File: src/rtl/pipe_stage_skid.sv
// Pipeline stage register with valid/ready handshake and a 2-entry skid buffer.
// Ready and valid are decoded from registered state only; flush inserts a bubble.
module pipe_stage_skid #(
   parameter int DW = 69,
   parameter int CW = 4
) (
   input  logic          clock,
   input  logic          resetn,
   input  logic          flush,
   input  logic          e_valid,
   output logic          e_ready,
   input  logic [CW-1:0] e_ctrl,
   input  logic [DW-1:0] e_data,
   output logic          m_valid,
   input  logic          m_ready,
   output logic [CW-1:0] m_ctrl,
   output logic [DW-1:0] m_data,
   output logic [1:0]    occ
);

   typedef enum logic [1:0] {
      ST_EMPTY = 2'd0,
      ST_ONE   = 2'd1,
      ST_FULL  = 2'd2
   } state_t;

   state_t        state_r,     state_s;
   logic [CW-1:0] main_ctrl_r, main_ctrl_s;
   logic [DW-1:0] main_data_r, main_data_s;
   logic [CW-1:0] skid_ctrl_r, skid_ctrl_s;
   logic [DW-1:0] skid_data_r, skid_data_s;
   logic          acc_s;
   logic          take_s;

   // Output decode from registered state only.
   always_comb begin
      m_valid = 1'b0;
      e_ready = 1'b1;
      occ     = 2'd0;
      case (state_r)
         ST_EMPTY: begin
            m_valid = 1'b0;
            e_ready = 1'b1;
            occ     = 2'd0;
         end
         ST_ONE: begin
            m_valid = 1'b1;
            e_ready = 1'b1;
            occ     = 2'd1;
         end
         ST_FULL: begin
            m_valid = 1'b1;
            e_ready = 1'b0;
            occ     = 2'd2;
         end
         default: begin
            m_valid = 1'b0;
            e_ready = 1'b1;
            occ     = 2'd0;
         end
      endcase
   end

   assign m_ctrl = main_ctrl_r;
   assign m_data = main_data_r;
   assign acc_s  = e_valid & e_ready;
   assign take_s = m_valid & m_ready;

   // Next-state and register-update logic; consumed entries get their ctrl zeroed.
   always_comb begin
      state_s     = state_r;
      main_ctrl_s = main_ctrl_r;
      main_data_s = main_data_r;
      skid_ctrl_s = skid_ctrl_r;
      skid_data_s = skid_data_r;
      if (flush) begin
         state_s     = ST_EMPTY;
         main_ctrl_s = {CW{1'b0}};
         skid_ctrl_s = {CW{1'b0}};
      end else begin
         case (state_r)
            ST_EMPTY: begin
               if (acc_s) begin
                  main_ctrl_s = e_ctrl;
                  main_data_s = e_data;
                  state_s     = ST_ONE;
               end else begin
                  state_s     = ST_EMPTY;
               end
            end
            ST_ONE: begin
               if (acc_s && take_s) begin
                  main_ctrl_s = e_ctrl;
                  main_data_s = e_data;
                  state_s     = ST_ONE;
               end else if (acc_s) begin
                  skid_ctrl_s = e_ctrl;
                  skid_data_s = e_data;
                  state_s     = ST_FULL;
               end else if (take_s) begin
                  main_ctrl_s = {CW{1'b0}};
                  state_s     = ST_EMPTY;
               end else begin
                  state_s     = ST_ONE;
               end
            end
            ST_FULL: begin
               if (take_s) begin
                  main_ctrl_s = skid_ctrl_r;
                  main_data_s = skid_data_r;
                  skid_ctrl_s = {CW{1'b0}};
                  state_s     = ST_ONE;
               end else begin
                  state_s     = ST_FULL;
               end
            end
            default: begin
               state_s     = ST_EMPTY;
               main_ctrl_s = {CW{1'b0}};
               skid_ctrl_s = {CW{1'b0}};
            end
         endcase
      end
   end

   // State and storage registers with synchronous active-low reset.
   always_ff @(posedge clock) begin
      if (!resetn) begin
         state_r     <= ST_EMPTY;
         main_ctrl_r <= {CW{1'b0}};
         main_data_r <= {DW{1'b0}};
         skid_ctrl_r <= {CW{1'b0}};
         skid_data_r <= {DW{1'b0}};
      end else begin
         state_r     <= state_s;
         main_ctrl_r <= main_ctrl_s;
         main_data_r <= main_data_s;
         skid_ctrl_r <= skid_ctrl_s;
         skid_data_r <= skid_data_s;
      end
   end

endmodule

File: config.mk
export PLATFORM = sky130hd
export DESIGN_NAME = pipe_stage_skid
export DESIGN_NICKNAME = d
export VERILOG_FILES = /design/src/rtl/pipe_stage_skid.sv
export SDC_FILE = /design/constraint.sdc
export NUM_CORES = 1
export LEC_CHECK = 0
export ABC_AREA = 0
export CAP_MARGIN = 25
export CORE_MARGIN = 4
export CORE_UTILIZATION = 54
export CTS_CLUSTER_DIAMETER = 150
export DETAILED_ROUTE_END_ITERATION = 16
export GPL_TIMING_DRIVEN = 0
export PLACE_DENSITY = 0.88
export SYNTH_ARGS = -nofsm -noshare
export SYNTH_HDL_FRONTEND = slang
export SYNTH_SLANG_ARGS = --single-unit
File: constraint.sdc
create_clock -name clock -period 3.5 [get_ports clock]
set_input_delay 0.525 -clock clock [delete_from_list [all_inputs] [get_ports clock]]
set_output_delay 0.525 -clock clock [all_outputs]
set_load 0.005 [all_outputs]
== Yosys cells after proc, flatten, opt, wreduce, memory -nomap -nowiden ==
Index checks and enable logic that the tools add are counted.

* Output and inout bits: 77
* Logic and storage cells: 50
* Flip-flop bits (word level): 148
* Input port bits: 78

* Reductions and logical operators: 9
* Eq/ne operators: 9
* Bitwise logic cells: 6
* Muxes and demuxes: 21

{| class="wikitable"
|+ Operators by type and width
! cell !! count
|-
| $mux W69 || 3
|-
| $pmux W69 S3 || 1
|-
| $mux W4 || 6
|-
| $pmux W4 S3 || 2
|-
| $reduce_and A4 Y1 || 3
|-
| $ne A2 B2 Y1 const B || 5
|-
| $mux W2 || 3
|-
| $ne A3 B3 Y1 const B || 2
|-
| $pmux W2 S3 || 1
|-
| $reduce_and A5 Y1 || 1
|-
| $mux W1 || 4
|-
| $not A1 Y1 || 4
|-
| $pmux W2 S2 || 1
|-
| $reduce_or A2 Y1 || 2
|-
| $reduce_bool A3 Y1 || 1
|-
| $and A1 B1 Y1 || 2
|-
| $eq A2 B1 Y1 const B || 1
|-
| $eq A2 B2 Y1 const B || 1
|-
| $logic_not A2 Y1 || 1
|-
| $logic_and A1 B1 Y1 || 1
|}

== Depth between registers and ports, before layout ==
Gate-level depths: netlist (run 1).

* Word-level depth: 8
* Depth in mapped cells: 11
* Mapped depth without buffers: 8

== Worst setup path before layout (run 1) ==
OpenSTA, ideal clock, no wires.

* Path kind: register to register
* Start point: reg state_r[0]
* End point: reg skid_data_r[58]
* Cell stages (with the launch flop): 11
* Period minus slack after synthesis: 2.390 ns
* Required time: 3.378 ns
* Data arrival time: 2.268 ns
* Setup time: 0.122 ns
* Buffers on the path: 3
* Slack: 1.110 ns
* Cell sequence: dfxtp_1 -> inv_1 -> ha_1 -> and2_4 -> ha_1 -> or4_1 -> clkbuf_1 -> buf_4 -> buf_2 -> nand2_1 -> a21boi_0

* Longest elaborated chain between the ends: 7
* Elaborated cells on any way between the ends: 10
* Those cells by class: eq/ne: 2; mux: 2; bitwise: 3; reduce/logical: 3

{| class="wikitable"
|+ Ends and longest elaborated chain
! element !! line !! RTL
|-
| start: declaration || 27 || <nowiki>state_t state_r, state_s;</nowiki>
|-
| start signal: assignment || 135 || <nowiki>state_r <= state_s;</nowiki>
|-
| $eq A2 B2 Y1 or $eq A2 B1 Y1 (tied branches) || 40 || <nowiki>case (state_r)</nowiki>
|-
| $reduce_or A2 Y1 (no line) * || n/a ||
|-
| $mux W1 * || 40 ||
|-
| named net m_valid || 14 || <nowiki>output logic m_valid,</nowiki>
|-
| $and A1 B1 Y1 * || 67 || <nowiki>assign take_s = m_valid & m_ready;</nowiki>
|-
| $logic_and A1 B1 Y1 * || 92 || <nowiki>if (acc_s && take_s) begin</nowiki>
|-
| $not A1 Y1 (no line) * || n/a ||
|-
| $reduce_and A4 Y1 (no line) * || n/a ||
|-
| end signal: assignment || 133 || <nowiki>skid_data_r <= {DW{1'b0}};</nowiki>
|-
| end signal: assignment || 139 || <nowiki>skid_data_r <= skid_data_s;</nowiki>
|-
| end: declaration || 31 || <nowiki>logic [DW-1:0] skid_data_r, skid_data_s;</nowiki>
|}

Mark *: on every way through the listed nets, which the timed path passes. The rest lies on a longest branch.
A chain may end at the register's enable or synchronous reset.

== Worst setup path in the final report (run 1) ==
* Start point: reg state_r[0]
* End point: reg skid_data_r[15]

* Longest elaborated chain between the ends: 7
* Elaborated cells on any way between the ends: 10
* Those cells by class: eq/ne: 2; mux: 2; bitwise: 3; reduce/logical: 3

{| class="wikitable"
|+ Ends and longest elaborated chain
! element !! line
|-
| $eq A2 B2 Y1 or $eq A2 B1 Y1 (tied branches) || 40, 81
|-
| $reduce_or A2 Y1 (no line) || n/a
|-
| $mux W1 || 40
|-
| $and A1 B1 Y1 || 67
|-
| $logic_and A1 B1 Y1 || 92
|-
| $not A1 Y1 (no line) || n/a
|-
| $reduce_and A4 Y1 (no line) * || n/a
|}

Mark *: on every way between the ends. The rest lies on a longest branch, timed or not.

==> impl_results.md, run 1 <==
- Status: finished, final reports clean
- Peak VDD IR: 0.290 mV
- CTS Hold Bufs: 0
- Critical Path RT: 3840 ps
- Full die area: 0.0138 mm2
- Pwr/cell area: 482 mW/mm2
- Final Max Slew Viols: 0
- CTS Buffer Depth: 2
- Util after Layout: 0.759
- Root buffer cell: clkbuf_16
- Endpoints failing hold: 0
- Setup repair bufs after CTS: 0
- Mapped cell area: 0.00647 mm2
- Clock sinks: 148
- Sequential Power Share: 0.431
- Antenna-violating nets left: 0
- Ports: 155
- Crit share post-route: 0.819
- Fin Hold WS: 459 ps
- 1st-iter DRT viols: 399
- First-pass GRT wire length: 29700 um
- Slew at the pin with the worst max-slew slack: 723 ps
- Top-area cell type share of the netlist area: 0.458
- Skew final: 7.87 ps
- Syn Area/Cell: 9.32 um2
- Placed Instances: 991
- Number of H-tree levels: 4
- Port bufs: 154
- Peak Freq: 0.349 GHz
- Final critical-path required period: 2870 ps
- CTS tree: done
- Initial core utilization: 0.559
- PostCTS Resize Cnt: 0
- Gr usage total: 0.263
- Antenna Cells: 0
- Unique masters post-synth: 37
- Switching pwr: 0.965 mW
- Detailed Place HPWL: 12700 um
- Pin count of the biggest net entering global routing: 17
- CP endpoint kind: flip-flop
- Height of the die: 117 um
- Post-Syn Instances: 694
- Internal: 3.27 mW
- FILL cells: 806
- DRC errors left: 0
- Core Footprint: 0.0116 mm2
- Fin cells: 1020
- Initial antenna violation count: 0
- Synth area leaders: dfxtp_1, nand2_1, mux2i_1
- CTS Buf Count: 17
- Final global-route overflow total: 0
- Static leakage: 3.25 nW
- Vias in the first global route: 6098
- Final GP Congestion: 0.893
- Crit start category: flip-flop
- Row cnt: 39
- Share of cells above drive strength 1: 0.130
- Seq/Total Area, Yosys: 0.458
- Final setup vio count: 0
- Setup TNS: 0 ps
- Max FO, Critical Path: 10
- Synth Net Count: 778
- Slew headroom: 0.515
- Skew-Pair Late Insertion Delay: 420 ps
- Yosys warns: 0
- Maxcap violations: 0
- WL final: 18100 um
- Critical path class: reg -> reg
- Synth area leader: dfxtp_1
- Via-per-instance ratio: 5.85
- Reg clk slew, reported paths: 60 ps
- Worst path arrival time: 3210 ps
- RSZ-0062 raised after global routing: false
- DIE WIDTH: 117 um
- Final nets: 951
- Gate power share: 0.141
- Switching power share of the total: 0.228
- Worst hold-check path type: reg -> reg
- Vias: 5969
- Synthesis-stage register bit count: 148
- Clk network pwr share: 0.428
- WL/cell: 17.7 um
- First-pass DRT Iterations: 5
- Commonest cells after routing, fill and taps aside: nand2_1, clkdlybuf4s50_1, dfxtp_1
- Most common cell after layout, fill and taps aside: nand2_1
- Synthesis-to-layout area growth: 35.7%
## cell families after synthesis
group	after synthesis	synth area share
adder cells (fa/ha/maj)	6	0.0116
AO/OA/AOI/OAI	167	0.228
flip-flops	148	0.458
multiplexers	69	0.107
buffers and inverters	71	0.0497
AND/OR/NAND/NOR	233	0.145
## power groups by stage
stage / Sequential [mW] / Clock (mW) / Combinational (mW)
CTS: 1.82 / 1.83 / 0.595
global route: 1.83 / 1.91 / 0.641
global placement: 1.85 / 0 / 0.570
finish: 1.82 / 1.81 / 0.595
floorplan: 1.85 / 0 / 0.262
detailed placement: 1.86 / 0 / 0.587
## worst paths after layout
check	end	from	cells past startpoint	slack, ps
hold reg to reg	skid_data_r[65]	skid_data_r[65]	2	460
hold / removal	skid_data_r[65]	skid_data_r[65]	2	460
setup reg to reg	skid_data_r[15]	state_r[0]	10	630
setup / recovery	skid_data_r[15]	state_r[0]	10	630
## state kept, by name, summed over array words and instances, names as in the netlist
signal       flops
m_ctrl           4
m_data          69
skid_ctrl_r      4
skid_data_r     69
state_r          2
## layout make-up
type                    count  area (um2)  share of cell area
clock buffers              25         515              0.0588
well taps                 143         179              0.0204
inverters                   6        22.5             0.00257
multi-input cells         475        3180               0.363
repair buffers            154        1540               0.176
flip-flops and latches    148        2960               0.338
plain buffers              65         299              0.0341
clock inverters             4        70.1             0.00799
## critical path: stages, from the launching register on
cell	delay, ps
dfxtp_1	360
inv_1	90
ha_1	210
buf_4	170
nor2b_1	250
ha_1	340
or4_1	150
clkbuf_1	380
clkbuf_1	480
nand2_1	140
a21boi_0	190
## routing by layer
layer,wire (um),track usage
met2,8880,0.454
met5,0,0
met1,7220,0.302
met3,1380,0.0751
met4,588,0.122
## synthesized netlist by cell type
cell type	n
o21bai_1	1
nor3b_1	1
a22oi_1	3
o32a_1	1
dfxtp_1	148
o21ai_0	5
nor2b_1	2
inv_1	6
a21o_1	1
a31o_1	1
and3_1	1
buf_6	2
clkbuf_1	38
or3_1	4
buf_1	1
a31oi_1	2
nand2b_1	2
o221a_1	10
buf_2	20
or4_1	1
nor4_4	1
mux2i_1	69
nor2_1	1
a21boi_0	65
a22o_1	1
o221a_2	59
and2_4	1
o221ai_1	1
nor3_1	2
a21oi_1	11
ha_1	6
nand2_1	213
buf_4	4
nand4_1	4
o211a_1	1
o21ai_1	1
a21boi_1	4
## stage by stage
| step | setup WS (ps) | area [um2] | power, mW |
|---|---|---|---|
| after CTS | 652 | 8770 | 4.24 |
| after global placement | 543 | 8190 | 2.42 |
| after global routing | 427 | 8770 | 4.38 |
| final | 632 | 8770 | 4.23 |
| after detailed placement | 469 | 8190 | 2.44 |
| after floorplan | 1110 | 6470 | 2.12 |
No activity file was read; power rests on OpenSTA's default activity.
==> run 2, diff against run 1 <==
--- a/config.mk
+++ b/config.mk
@@ -8,11 +8,11 @@
 export ABC_AREA = 0
 export CAP_MARGIN = 25
 export CORE_MARGIN = 4
-export CORE_UTILIZATION = 54
+export CORE_UTILIZATION = 50
 export CTS_CLUSTER_DIAMETER = 150
 export DETAILED_ROUTE_END_ITERATION = 16
 export GPL_TIMING_DRIVEN = 0
-export PLACE_DENSITY = 0.88
+export PLACE_DENSITY = 0.82
 export SYNTH_ARGS = -nofsm -noshare
 export SYNTH_HDL_FRONTEND = slang
 export SYNTH_SLANG_ARGS = --single-unit
==> constraint.sdc (replaced) <==
create_clock -name clock -period 2.7 [get_ports clock]
set_input_delay 0.405 -clock clock [delete_from_list [all_inputs] [get_ports clock]]
set_output_delay 0.405 -clock clock [all_outputs]
set_load 0.005 [all_outputs]
==> run 2 against run 1 <==
Total power increased by 27%. Fmax increased by 14%. Cell count increased by 2.8%. Global-route usage decreased by 2.6 points. Via count decreased by 3.5%. Wire length decreased by 2.8%. Sequential cell count unchanged. Register-to-register slack got worse by 440 ps. Clock skew decreased by 2.9 ps. Highest routed layer unchanged. Critical path depth unchanged. Cell area increased by 0.39%. Non-clock buffer count unchanged.
==> impl_results.md, run 2 (synthesis results as in run 1) <==
- Skew final: 5.01 ps (was 7.87 ps)
- Core Footprint: 0.0126 mm2 (was 0.0116 mm2)
- Synthesis-to-layout area growth: 36.2% (was 35.7%)
- Initial antenna violation count: 0 (unchanged)
- Commonest cells after routing, fill and taps aside: nand2_1, clkdlybuf4s50_1, dfxtp_1 (unchanged)
- Pin count of the biggest net entering global routing: 17 (unchanged)
- Final nets: 951 (unchanged)
- CTS Buf Count: 17 (unchanged)
- Port bufs: 154 (unchanged)
- Status: finished, final reports clean (unchanged)
- Most common cell after layout, fill and taps aside: nand2_1 (unchanged)
- Met2 GRT Util: 0.394 (was 0.454)
- WL final: 17600 um (was 18100 um)
- Crit start category: flip-flop (unchanged)
- DRC errors left: 0 (unchanged)
- CTS tree: done (unchanged)
- First-pass GRT wire length: 28100 um (was 29700 um)
- Post-layout instance area: 0.00881 mm2 (was 0.00877 mm2)
- CTS Buffer Depth: 2 (unchanged)
- Ports: 155 (unchanged)
- CP endpoint kind: flip-flop (unchanged)
- Max FO, Critical Path: 10 (unchanged)
- Worst hold-check path type: reg -> reg (unchanged)
- Via-per-instance ratio: 5.49 (was 5.85)
- Reg clk slew, reported paths: 60 ps (about the same)
- Util after Layout: 0.698 (was 0.759)
- Final GP Congestion: 0.849 (was 0.893)
- Post-placement cell area: 0.00822 mm2 (was 0.00819 mm2)
- Final critical-path required period: 2510 ps (was 2870 ps)
- Vias in the first global route: 5743 (was 6098)
- Initial core utilization: 0.512 (was 0.559)
- WL/cell: 16.7 um (was 17.7 um)
- CTS Hold Bufs: 0 (unchanged)
- RSZ-0062 raised after global routing: false (unchanged)
- Placed Instances: 1020 (was 991)
- Fin cells: 1049 (was 1020)
- Height of the die: 122 um (was 117 um)
- Share of cells above drive strength 1: 0.139 (was 0.130)
- Peak VDD IR: 0.412 mV (was 0.290 mV)
- Peak Freq: 0.398 GHz (was 0.349 GHz)
- Endpoints failing hold: 0 (unchanged)
- Full die area: 0.0148 mm2 (was 0.0138 mm2)
- Critical Path RT: 2990 ps (was 3840 ps)
- Root buffer cell: clkbuf_16 (unchanged)
- Setup TNS: 0 ps (unchanged)
- Clock sinks: 148 (unchanged)
- Most Used Layer, Global Route: met2 (unchanged)
- Slew headroom: 0.612 (was 0.515)
- Final global-route overflow total: 0 (unchanged)
- Pwr/cell area: 609 mW/mm2 (was 482 mW/mm2)
- Met3 Track Usage GR: 0.0576 (was 0.0751)
- Crit share post-route: 0.930 (was 0.819)
- 1st-iter DRT viols: 350 (was 399)
- Worst path arrival time: 2800 ps (was 3210 ps)
- Row cnt: 41 (was 39)
- Static leakage: 3.25 nW (about the same)
- Vias: 5760 (was 5969)
- Maxcap violations: 0 (unchanged)
- Number of H-tree levels: 4 (unchanged)
- Critical path class: reg -> reg (unchanged)
- Met1 usage: 0.296 (was 0.302)
- First-pass DRT Iterations: 5 (unchanged)
- Slew at the pin with the worst max-slew slack: 582 ps (was 723 ps)
- Final Max Slew Viols: 0 (unchanged)
- Fin Hold WS: 450 ps (was 459 ps)
- Skew-Pair Late Insertion Delay: 420 ps (about the same)
- Gr usage total: 0.237 (was 0.263)
- Antenna-violating nets left: 0 (unchanged)
- Antenna Cells: 0 (unchanged)
- Final setup vio count: 0 (unchanged)
- DIE WIDTH: 122 um (was 117 um)
- Detailed Place HPWL: 12600 um (was 12700 um)
-- run 2: layout make-up --
cell class	instances	area, um2
fill	994	3810
inverter	6	22.5
clock inverter	6	80.1
timing repair buffer	155	1550
multi-input combinational	475	3200
sequential	148	2960
clock buffer	23	468
tap	172	215
buffer	64	303
-- run 2: routing by layer --
| metal | share of wire | wire (um) |
|---|---|---|
| met5 | 0 | 0 |
| met4 | 0.020 | 355 |
| met3 | 0.060 | 1050 |
| met2 | 0.48 | 8470 |
| met1 | 0.44 | 7670 |
-- run 2: timing repair --
item	4_1_cts	5_1_grt
buffers inserted	1	0
hold endpoints to repair	0	0
setup endpoints to repair	55	65
pin swaps	1	1
gates resized for setup	1	13
-- run 2: worst max-delay path, stage by stage, from the launching register on --
cell	delay, ps
dfxtp_1	330
inv_1	150
ha_1	200
buf_4	180
nor2b_1	100
ha_2	230
or4_4	610
buf_4	220
buf_2	190
nand2_1	70
a21boi_0	100
-- run 2: where the power goes --
group          total, mW  internal, mW  switching, mW  leakage, nW
Sequential          2.36          2.30         0.0668         1.21
Combinational      0.772         0.449          0.323         1.77
Clock               2.23          1.39          0.845        0.273
Total               5.37          4.13           1.23         3.25
-- run 2: final timing paths --
path,start,endpoint,slack [ps],cells past startpoint
setup / recovery,state_r[0],skid_data_r[61],190,10
hold / removal,skid_data_r[67],skid_data_r[67],450,2
setup reg to reg,state_r[0],skid_data_r[61],190,10
hold reg to reg,skid_data_r[67],skid_data_r[67],450,2
-- run 2: through the flow --
step / total power [mW] / setup WS, ps
after floorplan: 2.74 / 310
after global placement: 3.15 / -160
after detailed placement: 3.17 / -243
after CTS: 5.38 / 60.8
after global routing: 5.56 / 37.2
final: 5.37 / 189
==> run 3, diff against run 2 <==
--- a/config.mk
+++ b/config.mk
@@ -8,11 +8,13 @@
 export ABC_AREA = 0
 export CAP_MARGIN = 25
 export CORE_MARGIN = 4
-export CORE_UTILIZATION = 50
+export CORE_UTILIZATION = 55
 export CTS_CLUSTER_DIAMETER = 150
 export DETAILED_ROUTE_END_ITERATION = 16
+export DONT_BUFFER_PORTS = 1
 export GPL_TIMING_DRIVEN = 0
-export PLACE_DENSITY = 0.82
+export PLACE_DENSITY = 0.72
+export SETUP_SLACK_MARGIN = 0.1
 export SYNTH_ARGS = -nofsm -noshare
 export SYNTH_HDL_FRONTEND = slang
 export SYNTH_SLANG_ARGS = --single-unit
==> run 3 against run 2 <==
Cell area is 17% lower. Combinational power decreased by 45%. Sequential cell count unchanged. Cell count decreased by 17%. Die area shrank 8.5%. Wire length decreased by 11%. Sequential share of layout area increased by 7.0 points. Via count is 11% lower. Clock skew barely moved. First-iteration DRC count fell by 4.9%. Critical path type unchanged. Critical endpoint is now skid_data_r[16]. Largest power group is now the clock network. Highest routed layer unchanged.
==> impl_results.md, run 3 (synthesis results as in run 1) <==
- Status: finished, final reports clean (unchanged)
- DRC errors left: 0 (unchanged)
- Endpoints failing hold: 0 (unchanged)
- Most common cell on crit path: ha_2 (was buf_4)
- Peak VDD IR: 0.624 mV (was 0.412 mV)
- CTS Buf Count: 17 (unchanged)
- Max FO, Critical Path: 10 (unchanged)
- Critical Path RT: 3020 ps (was 2990 ps)
- Post-placement cell area: 0.00665 mm2 (was 0.00822 mm2)
- Peak Freq: 0.408 GHz (was 0.398 GHz)
- First-pass GRT wire length: 24800 um (was 28100 um)
- Post-layout instance area: 0.00729 mm2 (was 0.00881 mm2)
- Ports: 155 (unchanged)
- Worst path arrival time: 2770 ps (was 2800 ps)
- Commonest cells after routing, fill and taps aside: nand2_1, dfxtp_1, mux2i_1 (was nand2_1, clkdlybuf4s50_1, dfxtp_1)
- Crit path buf inv count: 4 (unchanged)
- Final Max Slew Viols: 0 (unchanged)
- Crit path depth: 10 (unchanged)
- 1st-iter DRT viols: 333 (was 350)
- Final setup vio count: 0 (unchanged)
- Gr usage total: 0.233 (was 0.237)
- Hold Path Sink: skid_data_r[60] (was skid_data_r[67])
- Crit-path cells: inv_2 > ha_2 > buf_4 > nor2b_1 > ha_2 > or4_1 > clkbuf_4 > buf_1 > nand2_1 > a21boi_0 (was inv_1 > ha_1 > buf_4 > nor2b_1 > ha_2 > or4_4 > buf_4 > buf_2 > nand2_1 > a21boi_0)
- Initial core utilization: 0.564 (was 0.512)
- Vias: 5150 (was 5760)
- Pin count of the biggest net entering global routing: 17 (unchanged)
- Height of the die: 116 um (was 122 um)
- Most common cell after layout, fill and taps aside: nand2_1 (unchanged)
- CP delay by family, top: buffers and inverters (was simple AND/OR/NAND/NOR gates)
- Static leakage: 2.70 nW (was 3.25 nW)
- CP max stage cell: buf_1 (was or4_4)
- Synthesis-to-layout area growth: 12.8% (was 36.2%)
- Hold Startpoint: e_data[60] (was skid_data_r[67])
- Skew final: 5.37 ps (was 5.01 ps)
- Reg-to-Reg End: skid_data_r[16] (was skid_data_r[61])
- Maxcap violations: 0 (unchanged)
- Reg2Reg Launch Point: state_r[0] (unchanged)
- Crit start category: flip-flop (unchanged)
- Setup TNS: 0 ps (unchanged)
- Antenna-violating nets left: 0 (unchanged)
- Reg clk slew, reported paths: 60 ps (about the same)
- Worst hold path depth: 2 (unchanged)
- Worst hold-check path type: in -> reg (was reg -> reg)
- WL/cell: 18.0 um (was 16.7 um)
- Full die area: 0.0136 mm2 (was 0.0148 mm2)
- Core Footprint: 0.0115 mm2 (was 0.0126 mm2)
- Clock sinks: 148 (unchanged)
- Skew-Pair Late Insertion Delay: 410 ps (was 420 ps)
- DIE WIDTH: 116 um (was 122 um)
- Worst R2R Path Depth: 10 (unchanged)
- Port bufs: 0 (was 154)
- First-pass DRT Iterations: 4 (was 5)
- FILL cells: 973 (was 994)
- Row cnt: 39 (was 41)
- FF/Latch Area: 0.00296 mm2 (about the same)
- CTS tree: done (unchanged)
- CP endpoint kind: flip-flop (unchanged)
- Antenna Cells: 0 (unchanged)
- WL final: 15700 um (was 17600 um)
- Final GP Congestion: 0.863 (was 0.849)
- Root buffer cell: clkbuf_16 (unchanged)
- Initial antenna violation count: 0 (unchanged)
- Via-per-instance ratio: 5.92 (was 5.49)
- Max incr delay on CP: 400 ps (was 610 ps)
- Final global-route overflow total: 0 (unchanged)
- Final nets: 798 (was 951)
- Final critical-path required period: 2450 ps (was 2510 ps)
- Slew at the pin with the worst max-slew slack: 604 ps (was 582 ps)
- CTS Buffer Depth: 2 (unchanged)
- Crit share post-route: 0.909 (was 0.930)
- Pwr/cell area: 718 mW/mm2 (was 609 mW/mm2)
- Detailed Place HPWL: 11500 um (was 12600 um)
- Reg2reg setup slack: 250 ps (was 190 ps)
- Critical path class: reg -> reg (unchanged)
- CTS Hold Bufs: 0 (unchanged)
- Share of cells above drive strength 1: 0.173 (was 0.139)
- Multi-input logic area: 0.00320 mm2 (about the same)
- RSZ-0062 raised after global routing: true (was false)
- Vias in the first global route: 4972 (was 5743)
- Number of H-tree levels: 4 (unchanged)
- Slew headroom: 0.597 (was 0.612)
## run 3: metrics by stage
| stage | worst slack (ps) | cells | hold WS, ps | power (mW) | utilization |
|---|---|---|---|---|---|
| floorplan | 310 | 694 | 435 | 2.74 | - |
| global placement | -15.4 | 837 | 442 | 2.84 | 0.579 |
| detailed placement | -59.0 | 837 | 447 | 2.86 | 0.579 |
| CTS | 106 | 871 | 114 | 5.27 | 0.636 |
| global route | 90.0 | 870 | 125 | 5.45 | 0.636 |
| finish | 246 | 870 | 130 | 5.24 | 0.636 |
## run 3: worst register-to-register path: stages (launching register included)
cell and delay (ps):
dfxtp_1 370, inv_2 80, ha_2 200, buf_4 170, nor2b_1 210, ha_2 290
or4_1 130, clkbuf_4 190, buf_1 400, nand2_1 120, a21boi_0 210
## run 3: routing by layer
metal	wire [um]	track usage	up-vias
li1	-	-	2497
met5	0	0	-
met1	6080	0.273	2439
met4	503	0.0990	0
met3	1750	0.101	39
met2	7320	0.372	175
## run 3: report_power, final
part           switching, mW  internal [mW]  leakage (nW)
combinational          0.226          0.200          1.19
sequential            0.0927           2.30          1.21
clock                  0.860           1.56         0.300
total                   1.18           4.06          2.70
## run 3: cell type report
type                            count  area share
Multi-Input combinational cell    475       0.439
Sequential cell                   148       0.406
Clock inverter                     11      0.0216
Inverter                            6     0.00309
Buffer                             64      0.0414
Clock buffer                       21      0.0618
Tap cell                          143      0.0245
Timing Repair Buffer                2     0.00206
## run 3: what timing repair did
item | 4_1_cts | 5_1_grt
endpoints found under the hold margin | 0 | 0
pin swaps | 1 | 0
gates resized for setup | 5 | 9
cloned | 0 | 0
setup buffers | 2 | 0
endpoints found under the setup margin | 61 | 72
## run 3: how the worst max path moves through the flow
| stage | start | endpoint | slack [ps] |
|---|---|---|---|
| after floorplan | state_r[0] | skid_data_r[58] | 310 |
| after CTS | state_r[0] | skid_data_r[58] | 110 |
| after detailed placement | state_r[0] | skid_data_r[58] | -60 |
| after global routing | state_r[0] | skid_data_r[8] | 90 |
| after global placement | state_r[0] | skid_data_r[61] | -20 |
| final | state_r[0] | skid_data_r[16] | 250 |
